**config.mk**
```make
export PLATFORM = sky130hd
export DESIGN_NAME = dac_serial_tx
export DESIGN_NICKNAME = d
export VERILOG_FILES = /design/src/rtl/dac_serial_tx_pkg.sv /design/src/rtl/dac_serial_tx_tick_gen.sv /design/src/rtl/dac_serial_tx.sv
export SDC_FILE = /design/constraint.sdc
export NUM_CORES = 1
export LEC_CHECK = 0
export CORE_ASPECT_RATIO = 0.75
export CORE_MARGIN = 4
export CORE_UTILIZATION = 45
export CTS_CLUSTER_DIAMETER = 100
export DETAILED_ROUTE_END_ITERATION = 6
export PLACE_DENSITY = 0.63
export SYNTH_ARGS = -nofsm -noshare
export SYNTH_HDL_FRONTEND = slang
export SYNTH_SLANG_ARGS = --single-unit
```
**constraint.sdc**
```tcl
create_clock -name wb_clk_i -period 4.9 [get_ports wb_clk_i]
set_input_delay 0.98 -clock wb_clk_i [delete_from_list [all_inputs] [get_ports wb_clk_i]]
set_output_delay 0.98 -clock wb_clk_i [all_outputs]
set_load 0.01 [all_outputs]
```
**src/rtl/dac_serial_tx_pkg.sv**
```systemverilog
// Shared definitions for the dual-channel DAC serial transmitter:
// register map, CTRL/STAT bit positions and FSM state encoding.
package dac_serial_tx_pkg;

  localparam logic [3:0] ADDR_CHA_LO = 4'h0;
  localparam logic [3:0] ADDR_CHA_HI = 4'h1;
  localparam logic [3:0] ADDR_CHB_LO = 4'h2;
  localparam logic [3:0] ADDR_CHB_HI = 4'h3;
  localparam logic [3:0] ADDR_DIV    = 4'h4;
  localparam logic [3:0] ADDR_CTRL   = 4'h5;

  localparam int unsigned CTRL_START_BIT = 0;
  localparam int unsigned CTRL_IE_BIT    = 1;
  localparam int unsigned CTRL_CLR_BIT   = 7;

  localparam logic [7:0] RD_UNMAPPED = 8'hAA;

  typedef enum logic [1:0] {
    ST_IDLE  = 2'd0,
    ST_LOW   = 2'd1,
    ST_HIGH  = 2'd2,
    ST_LATCH = 2'd3
  } state_e;

  // CTRL/STAT read layout: {DONE, 5'b0, IE, BUSY}
  function automatic logic [7:0] status_byte(input logic done, input logic ie, input logic busy);
    return {done, 5'b0_0000, ie, busy};
  endfunction

endpackage

```
**src/rtl/dac_serial_tx_tick_gen.sv**
```systemverilog
// Phase timer for the DAC serial clock: a down-counter that emits a
// one-cycle tick every div_i+1 clocks while enabled. load_i restarts the
// count from div_i.
module dac_serial_tx_tick_gen #(
  parameter int unsigned DIV_W = 8
) (
  input  logic             clk_i,
  input  logic             rst_i,
  input  logic             en_i,
  input  logic             load_i,
  input  logic [DIV_W-1:0] div_i,
  output logic             tick_o
);

  logic [DIV_W-1:0] cnt_q, cnt_d;

  // Next count and tick: reload on load or on expiry, otherwise count down
  always_comb begin
    cnt_d  = cnt_q;
    tick_o = en_i && !load_i && (cnt_q == '0);
    if (load_i) begin
      cnt_d = div_i;
    end else if (en_i) begin
      cnt_d = (cnt_q == '0) ? div_i : cnt_q - 1'b1;
    end
  end

  // Counter register
  always_ff @(posedge clk_i or posedge rst_i) begin
    if (rst_i) cnt_q <= '0;
    else       cnt_q <= cnt_d;
  end

endmodule

```
**src/rtl/dac_serial_tx.sv**
```systemverilog
// Bus-mapped serial transmitter for the external dual-channel DAC.
// The CPU loads two channel codes and a divider, then writes START; both
// channels are shifted MSB-first in parallel on dac_dat0/dac_dat1 with
// dac_clk, followed by one dac_le pulse. Each clock level lasts DIV+1 clocks.
// Optional build macro: DAC_IRQ_EN adds the irq port and the IE control bit.
module dac_serial_tx
  import dac_serial_tx_pkg::*;
#(
  parameter int unsigned WIDTH = 12,
  parameter int unsigned DIV_W = 8
) (
  input  logic       wb_clk_i,
  input  logic       rst,
  input  logic [3:0] addr,
  input  logic [7:0] data_in,
  output logic [7:0] data_out,
  input  logic       bus_cyc,
  input  logic       bus_we,
  output logic       dac_clk,
  output logic       dac_le,
  output logic       dac_dat0,
  output logic       dac_dat1
`ifdef DAC_IRQ_EN
  ,
  output logic       irq
`endif
);

  localparam int unsigned CNT_W = $clog2(WIDTH);

  state_e            state_q, state_d;
  logic [WIDTH-1:0]  cha_q, cha_d, chb_q, chb_d;
  logic [WIDTH-1:0]  sha_q, sha_d, shb_q, shb_d;
  logic [DIV_W-1:0]  div_q, div_d, div_snap_q, div_snap_d;
  logic [CNT_W-1:0]  bitcnt_q, bitcnt_d;
  logic              done_q, done_d;
  logic              ie_q, ie_d;
  logic [7:0]        data_out_q, data_out_d;

  logic              wr, wr_ctrl, start_acc, busy, tick, frame_end;
  logic [DIV_W-1:0]  tick_div;
  logic [15:0]       cha_ext, chb_ext;
  logic [7:0]        rd_data;

  assign wr        = bus_cyc & bus_we;
  assign wr_ctrl   = wr && (addr == ADDR_CTRL);
  assign busy      = (state_q != ST_IDLE);
  assign start_acc = wr_ctrl && data_in[CTRL_START_BIT] && !busy;
  assign frame_end = (state_q == ST_LATCH) && tick;

  // At START the live divider seeds the timer; afterwards the frame snapshot
  // is used so DIV writes mid-frame do not disturb the current frame.
  assign tick_div  = start_acc ? div_q : div_snap_q;

  dac_serial_tx_tick_gen #(
    .DIV_W (DIV_W)
  ) u_tick (
    .clk_i  (wb_clk_i),
    .rst_i  (rst),
    .en_i   (busy),
    .load_i (start_acc),
    .div_i  (tick_div),
    .tick_o (tick)
  );

  // Holding registers and DONE/IE control; a frame completing wins over a clear
  always_comb begin
    cha_d  = cha_q;
    chb_d  = chb_q;
    div_d  = div_q;
    ie_d   = ie_q;
    done_d = done_q;
    if (wr) begin
      case (addr)
        ADDR_CHA_LO: cha_d[7:0]       = data_in;
        ADDR_CHA_HI: cha_d[WIDTH-1:8] = data_in[WIDTH-9:0];
        ADDR_CHB_LO: chb_d[7:0]       = data_in;
        ADDR_CHB_HI: chb_d[WIDTH-1:8] = data_in[WIDTH-9:0];
        ADDR_DIV:    div_d            = DIV_W'(data_in);
`ifdef DAC_IRQ_EN
        ADDR_CTRL:   ie_d             = data_in[CTRL_IE_BIT];
`endif
        default: ;
      endcase
    end
    if (wr_ctrl && data_in[CTRL_CLR_BIT]) done_d = 1'b0;
    if (frame_end)                        done_d = 1'b1;
  end

  // Read mux; data_out only updates on a bus cycle
  always_comb begin
    cha_ext = 16'(cha_q);
    chb_ext = 16'(chb_q);
    case (addr)
      ADDR_CHA_LO: rd_data = cha_ext[7:0];
      ADDR_CHA_HI: rd_data = cha_ext[15:8];
      ADDR_CHB_LO: rd_data = chb_ext[7:0];
      ADDR_CHB_HI: rd_data = chb_ext[15:8];
      ADDR_DIV:    rd_data = 8'(div_q);
      ADDR_CTRL:   rd_data = status_byte(done_q, ie_q, busy);
      default:     rd_data = RD_UNMAPPED;
    endcase
    data_out_d = bus_cyc ? rd_data : data_out_q;
  end

  // Bus-side registers
  always_ff @(posedge wb_clk_i or posedge rst) begin
    if (rst) begin
      cha_q      <= '0;
      chb_q      <= '0;
      div_q      <= '0;
      ie_q       <= 1'b0;
      done_q     <= 1'b0;
      data_out_q <= '0;
    end else begin
      cha_q      <= cha_d;
      chb_q      <= chb_d;
      div_q      <= div_d;
      ie_q       <= ie_d;
      done_q     <= done_d;
      data_out_q <= data_out_d;
    end
  end

  // FSM state register
  always_ff @(posedge wb_clk_i or posedge rst) begin
    if (rst) state_q <= ST_IDLE;
    else     state_q <= state_d;
  end

  // FSM next state: each non-idle state lasts one timer period
  always_comb begin
    state_d = state_q;
    case (state_q)
      ST_IDLE:  if (start_acc) state_d = ST_LOW;
      ST_LOW:   if (tick)      state_d = ST_HIGH;
      ST_HIGH:  if (tick)      state_d = (bitcnt_q != '0) ? ST_LOW : ST_LATCH;
      ST_LATCH: if (tick)      state_d = ST_IDLE;
      default:                 state_d = ST_IDLE;
    endcase
  end

  // Frame datapath: snapshot on START, shift on the falling dac_clk edge
  always_comb begin
    sha_d      = sha_q;
    shb_d      = shb_q;
    bitcnt_d   = bitcnt_q;
    div_snap_d = div_snap_q;
    if (start_acc) begin
      sha_d      = cha_q;
      shb_d      = chb_q;
      bitcnt_d   = CNT_W'(WIDTH - 1);
      div_snap_d = div_q;
    end else if ((state_q == ST_HIGH) && tick && (bitcnt_q != '0)) begin
      sha_d    = {sha_q[WIDTH-2:0], 1'b0};
      shb_d    = {shb_q[WIDTH-2:0], 1'b0};
      bitcnt_d = bitcnt_q - 1'b1;
    end
  end

  // Frame datapath registers
  always_ff @(posedge wb_clk_i or posedge rst) begin
    if (rst) begin
      sha_q      <= '0;
      shb_q      <= '0;
      bitcnt_q   <= '0;
      div_snap_q <= '0;
    end else begin
      sha_q      <= sha_d;
      shb_q      <= shb_d;
      bitcnt_q   <= bitcnt_d;
      div_snap_q <= div_snap_d;
    end
  end

  // FSM outputs, decoded from flops so reset forces them low at once
  always_comb begin
    dac_clk  = (state_q == ST_HIGH);
    dac_le   = (state_q == ST_LATCH);
    dac_dat0 = busy & sha_q[WIDTH-1];
    dac_dat1 = busy & shb_q[WIDTH-1];
  end

  assign data_out = data_out_q;

`ifdef DAC_IRQ_EN
  assign irq = done_q & ie_q;
`endif

endmodule

```
Word level (Yosys, flattened, before mapping)
Cells that the tools add are included.

storage, ports and cells
  output and inout bits = 12
  bits in registers = 87

cells by class
  multiplexer cells = 19
  reductions and logical operators = 25
  $add $sub $neg = 2
  bitwise operators = 3
  equality and inequality tests = 12

operators with widths
  cell                                                  number
  2-to-1 mux 12 bit                                     4
  one-hot mux 8 bit (6 select lines)                    1
  2-to-1 mux 8 bit                                      4
  2-to-1 mux 2 bit                                      5
  AND reduction 2 bit                                   5
  logical AND 1 bit                                     9
  equality test 4 x 2 -> 1 bit (second input constant)  2
  equality test 4 x 3 -> 1 bit (second input constant)  2
  logical NOT 8 bit                                     1
  2-to-1 mux 4 bit                                      2
  one-hot mux 2 bit (4 select lines)                    1
  nonzero test 2 bit                                    4
  subtractor 8 x 1 -> 8 bit (second input constant)     1
  != test 2 x 1 -> 1 bit (second input constant)        3
  equality test 2 bit (second input constant)           2
  equality test 4 x 1 -> 1 bit (second input constant)  1
  logical NOT 4 bit                                     1
  AND reduction 4 bit                                   1
  nonzero test 4 bit                                    1
  subtractor 4 x 1 -> 4 bit (second input constant)     1
  bitwise AND 1 bit                                     3
  equality test 2 x 1 -> 1 bit (second input constant)  1
  logical NOT 1 bit                                     2
  logical NOT 2 bit                                     1
  2 further kinds                                       3

Logic depth before layout (Yosys ltp)
Gate-level depths: netlist (run 1).

  depth in word-level cells = 11
  gate-level depth with buffers = 8

By module
From an unflattened synthesis (run 1), not the netlist that was laid out.

second synthesis, totals
  cells, all modules = 384
  area total of the unflattened synthesis = 4241.6 um2

by module, submodules not included
  module                  area each (um2)  cells each  instances  seq. area each (um2)
  dac_serial_tx           3674.8           319         1          1976.9
  dac_serial_tx_tick_gen  566.8            65          1          200.2

Least setup slack after synthesis (run 1)
OpenSTA, ideal clock, no wires.

  path type = input to register
  start point = input addr[1]
  end point = register div_q[0]
  stages = 5
  setup slack = 2.594 ns
  library setup time = 0.127 ns
  arrival time = 2.179 ns
  buffers on the path = 2
  path through = clkbuf_2 > nor4b_4 > and2b_1 > buf_4 > mux2_1

between the ends
  word-level cells in the longest chain between the ends = 2

RTL lines
  element                               RTL line              RTL
  from (decl)                           dac_serial_tx.sv:14   input logic [3:0] addr,
  equality test 4 x 3 -> 1 bit          dac_serial_tx.sv:74   case (addr)
  AND reduction 2 bit (no source line)  --
  to (signal assigned)                  dac_serial_tx.sv:118  div_q <= div_d;
  to (decl)                             dac_serial_tx.sv:34   logic [DIV_W-1:0] div_q, div_d, div_snap_q, div_snap_d;

No other way between the ends.
A chain may end at the register's enable or synchronous reset.

Worst setup path in the final report (run 1)
  start point = input addr[1]
  end point = register cha_q[0]

between the ends
  word-level cells in the longest chain between the ends = 2

RTL lines
  element                               RTL line              RTL
  logical NOT 4 bit                     dac_serial_tx.sv:74
  AND reduction 2 bit (no source line)  --
  to (signal assigned)                  dac_serial_tx.sv:116  cha_q <= cha_d;
  to (decl)                             dac_serial_tx.sv:32   logic [WIDTH-1:0] cha_q, cha_d, chb_q, chb_d;

No other way between the ends.

==> results_dict.tcl, run 1 <==
set metrics [dict create \
    outcome "completed" \
    setup_viol 0 \
    antennaDiodeCount 0 \
    critPathBufInv 1 \
    grt_max_degree 62 \
    grt_pass1_vias 3136 \
    power_frac_seq_pct 46.9 \
    p_clk_share_pct 30.2 \
    area_growth_syn_to_layout_pct 13.1 \
    synth_cell_types 58 \
    yosysSeqAreaShare_pct 50.1 \
    fin_crit_sh_pct 65.5 \
    drv_slew 0 \
    mostFrequentLayoutCell "dfrtp_1" \
    internal_power_mw 1.49 \
    slowest_delay_ps 830 \
    layout_common_cells "dfrtp_1, nand2_1, nor2_1, mux2_2, clkdlybuf4s50_1" \
    final_nets 441 \
    cts-resized-gates 0 \
    fmax_mhz 312 \
    hpwl_mm 7.41 \
    start_kind "input pin" \
    overflow 0 \
    cts_max_level 3 \
    row_count 30 \
    ir_drop_mv 0.205 \
    syn_inst 404 \
    synth-edff-count 0 \
    netlist_area_mm2 0.00434 \
    die_w_um 121 \
    max_slew_margin_pct 27.6 \
    fp.dieH_um 93.1 \
    path_delay_family "simple AND/OR/NAND/NOR gates" \
    drive_above_1_share_pct 14.1 \
    core-area_mm2 0.00923 \
    cts_made_buffers 9 \
    cts-hold-fix-buffers 0 \
    crit_fanout 16 \
    finalHoldViolations 0 \
    end_kind "flop" \
    power_leakage_nw 2.20 \
    synth_area_per_cell_um2 10.7 \
    finalSetupTns_ps 0 \
    power.switching_mw 0.698 \
    rsz0062_at_grt "no" \
    sw_frac_of_total_pct 31.9 \
    pre_cts_ws_ps 1390 \
    via_count 3198 \
    yosysWarnings 0 \
    io_pins 28 \
    async_flop_share_pct 100 \
    min_period_ps 3210 \
    drc 0 \
    wl_per_cell_um 18.9 \
    setup_ws_ps 1690 \
    hold_class "flop to flop" \
    path_clk_slew_ps 60 \
    worst_pin_slew_ps 1090 \
    start_util_pct 47.0 \
    dr.pass1.iters 5 \
    fillers 848 \
    cts_root_buffer "clkbuf_16" \
    maxCapViolations 0 \
    postCtsSetupBuffers 0 \
    power_frac_comb_pct 22.9 \
    critPathKind "input pin to flop" \
    ys.flop_type "dfrtp_1" \
    drt_iter0_drc 273 \
    postRouteAntennaNets 0 \
    wl_mm 10.4 \
    worstPathCellList "clkdlybuf4s50_1, nor4_4, nor2b_1, mux2_2" \
    p_per_area_mw_per_mm2 446 \
    cp_slowest_cell "clkdlybuf4s50_1" \
    arrival_ps 3430 \
    die_area_mm2 0.0113 \
    grt_pass1_wl_mm 17.1 \
    syn_nets 424 \
    viasPerCell 5.78 \
    antenna_found_initial 0 \
    place.gp.congestion 0.826 \
    cts_tree "built" \
    ys_ff_latch 87 \
    grtUsageTotal_pct 19.6 \
    port_buffers 27 \
    finClkSkew_ps 6.55 \
    clock_latency_ps 340 \
    clockBufferDepth 2 \
    clock-sinks 87 \
    crit_required_ps 5120 \
]
stage by stage:
step                      area, um2  hold slack [ps]  utilization, %  power, mW  instances
after global routing           4910              500            53.2       2.31        553
after global placement         4630              461            50.1       1.52        538
after CTS                      4910              480            53.2       2.20        553
after detailed placement       4630              465            50.1       1.53        538
final                          4910              480            53.2       2.19        553
after floorplan                4340              440               -       1.36        404
power groups by stage:
stage	logic (mW)	registers [mW]	clock network, mW
6_report	0.501	1.03	0.660
5_1_grt	0.563	1.05	0.700
4_1_cts	0.502	1.02	0.673
3_5_place_dp	0.498	1.04	0
3_3_place_gp	0.489	1.03	0
2_1_floorplan	0.393	0.971	0
final timing paths:
kind	end	slack, ps	depth (start not counted)	from
worst min-delay path	shb_q[2]	480	1	shb_q[2]
worst min register to register	shb_q[2]	480	1	shb_q[2]
worst max-delay path	cha_q[0]	1690	4	addr[1]
min in group asynchronous	bitcnt_q[2]	1190	2	rst
max in group asynchronous	cha_q[9]	2790	3	rst
worst max register to register	bitcnt_q[2]	2090	6	u_tick.cnt_q[0]
worst reg2reg max path, cell delays in order, from the launching register on:
cell,delay (ps)
dfrtp_1,400
inv_1,110
ha_1,260
nor4b_4,430
nand4_1,800
or3_1,600
a21oi_1,140
final cells by class:
| type | instances | area (um2) | area share [%] |
|---|---|---|---|
| Clock buffer | 10 | 229 | 4.66 |
| Timing Repair Buffer | 31 | 300 | 6.12 |
| Clock inverter | 5 | 50.0 | 1.02 |
| Inverter | 9 | 35.0 | 0.714 |
| Tap cell | 128 | 160 | 3.26 |
| Sequential cell | 87 | 2180 | 44.3 |
| Multi-Input combinational cell | 283 | 1960 | 39.9 |
registers in the layout, indices dropped and copies added, names as in the netlist, 2 cells and up:
| register | cells |
|---|---|
| div_q | 8 |
| sha_q | 12 |
| div_snap_q | 8 |
| chb_q | 12 |
| cha_q | 12 |
| bitcnt_q | 4 |
| data_out | 8 |
| shb_q | 12 |
| state_q | 2 |
| u_tick.cnt_q | 8 |
cells by family after synthesis:
family	share of synthesized area, %
simple gates	17.0
mux	12.1
xor+xnor	0.404
compound gates	14.4
fa+ha+maj	1.15
buf+inv	4.76
flops	50.1
synthesized netlist by cell type (all sizes together) (5+ instances only):
cell type | count | area [um2]
mux2 | 37 | 417
dfrtp | 87 | 2180
a31oi | 17 | 106
a21o | 5 | 37.5
inv | 9 | 33.8
nand2 | 62 | 233
a21oi | 18 | 90.1
clkbuf | 6 | 23.8
o21ai | 11 | 55.1
a22oi | 6 | 45.0
buf | 19 | 149
nand3 | 6 | 30.0
a22o | 10 | 87.6
mux2i | 11 | 110
nor2 | 34 | 138
routing by layer:
metal	track usage (%)	vias to the layer above	wire, um
li1	-	1484	-
met1	30.0	1612	5170
met2	26.4	92	4370
met3	7.01	10	794
met4	4.01	0	100
met5	0	-	0
Note: power is estimated with default switching activity, not from simulation.
==> inputs of run 2 (changes only) <==
==> constraint.sdc (replaced) <==
create_clock -name wb_clk_i -period 3.1 [get_ports wb_clk_i]
set_input_delay 0.62 -clock wb_clk_i [delete_from_list [all_inputs] [get_ports wb_clk_i]]
set_output_delay 0.62 -clock wb_clk_i [all_outputs]
set_load 0.01 [all_outputs]
==> run 2 against run 1 <==
Combinational power rose by 68%. Largest cell class unchanged. Flip-flop and latch count unchanged. Clock power increased by 51%. Global-route usage is 0.34 points higher. Utilization is 1.0 points higher. Largest power group unchanged.
==> results_dict.tcl, run 2 (synthesized netlist as in run 1, its figures left out) <==
set metrics [dict create \
    grt_max_degree 45 \
    met1_usage_pct 31.9 \
    fmax_mhz 400 \
    drv_slew 0 \
    finalSetupTns_ps 0 \
    antennaDiodeCount 0 \
    pre_cts_ws_ps 456 \
    crit_required_ps 2480 \
    p_per_area_mw_per_mm2 693 \
    worst_pin_slew_ps 514 \
    met3_usage_pct 5.86 \
    setup_ws_ps 598 \
    die_area_mm2 0.0113 \
    wl_mm 10.8 \
    finClkSkew_ps 5.34 \
    maxCapViolations 0 \
    drc 0 \
    cts_root_buffer "clkbuf_16" \
    area_growth_syn_to_layout_pct 15.3 \
    fp.dieH_um 93.1 \
    postCtsSetupBuffers 0 \
    overflow 0 \
    wl_per_cell_um 19.1 \
    rsz0062_at_grt "no" \
    outcome "completed" \
    critPathKind "flop to output pin" \
    grt_pass1_wl_mm 17.3 \
    cts_max_level 3 \
    setup_viol 0 \
    fin_crit_sh_pct 80.7 \
    crit_fanout 13 \
    via_count 3226 \
    finalHoldViolations 0 \
    start_util_pct 47.0 \
    ir_drop_mv 0.269 \
    cts-resized-gates 0 \
    final_nets 454 \
    core-area_mm2 0.00923 \
    antenna_found_initial 0 \
    io_pins 28 \
    postRouteAntennaNets 0 \
    port_buffers 27 \
    path_clk_slew_ps 60 \
    cts-hold-fix-buffers 0 \
    clock-sinks 87 \
    clock_latency_ps 340 \
    place.gp.congestion 0.803 \
    stdcell_count 565 \
    max_slew_margin_pct 65.8 \
    hold_class "flop to flop" \
    end_kind "output pin" \
    use_met2_pct 26.3 \
    drive_above_1_share_pct 16.2 \
    start_kind "flop" \
    dp.cells 551 \
    fillers 833 \
    dr.pass1.iters 5 \
    mostFrequentLayoutCell "dfrtp_1" \
    hpwl_mm 7.71 \
    row_count 30 \
    layout_common_cells "dfrtp_1, nand2_1, nor2_1, mux2_2, clkdlybuf4s50_1" \
    viasPerCell 5.71 \
    min_period_ps 2500 \
    grtUsageTotal_pct 19.9 \
    fin_hold_ws_ps 471 \
    power_leakage_nw 2.26 \
    die_w_um 121 \
    cts_tree "built" \
    grt.busiest_layer "met1" \
    cts_made_buffers 9 \
    grt_pass1_vias 3013 \
    arrival_ps 1880 \
    clockBufferDepth 2 \
    drt_iter0_drc 420 \
]
run 2: power by group:
| group | internal [mW] | switching [mW] | total [mW] |
|---|---|---|---|
| registers | 1.37 | 0.256 | 1.63 |
| logic | 0.400 | 0.444 | 0.844 |
| clock network | 0.577 | 0.421 | 0.998 |
| total | 2.35 | 1.12 | 3.47 |
run 2: metal layers:
layer / up-vias / wire length (um)
li1: 1508 / -
met1: 1628 / 5610
met2: 82 / 4480
met3: 8 / 613
met4: 0 / 92
met5: - / 0
run 2: cell type report:
cell class | count | area [um2] | area share [%]
tap | 128 | 160 | 3.20
multi-input combinational | 283 | 1960 | 39.1
timing repair buffer | 44 | 410 | 8.20
sequential | 87 | 2180 | 43.5
clock buffer | 13 | 260 | 5.20
clock inverter | 1 | 5.00 | 0.100
inverter | 9 | 35.0 | 0.700
run 2: final timing paths:
kind	start	endpoint	slack [ps]	cells past startpoint
max	state_q[0]	dac_dat0	600	3
min	div_snap_q[7]	div_snap_q[7]	470	2
max reg2reg	u_tick.cnt_q[0]	shb_q[1]	810	8
min reg2reg	div_snap_q[7]	div_snap_q[7]	470	2
max in group asynchronous	rst	data_out[3]	1880	3
min in group asynchronous	rst	bitcnt_q[0]	580	2
run 2: through the flow:
step / cell area, um2 / power, mW / util, %
2_1_floorplan: 4340 / 2.16 / -
3_3_place_gp: 4740 / 2.45 / 51.3
3_5_place_dp: 4740 / 2.47 / 51.3
4_1_cts: 5010 / 3.48 / 54.2
5_1_grt: 5010 / 3.66 / 54.2
6_report: 5010 / 3.47 / 54.2
run 2: worst max-delay path: stages (launching register included):
cell	delay, ps
dfrtp_1	450
or2_2	430
and2_1	200
clkdlybuf4s50_1	470
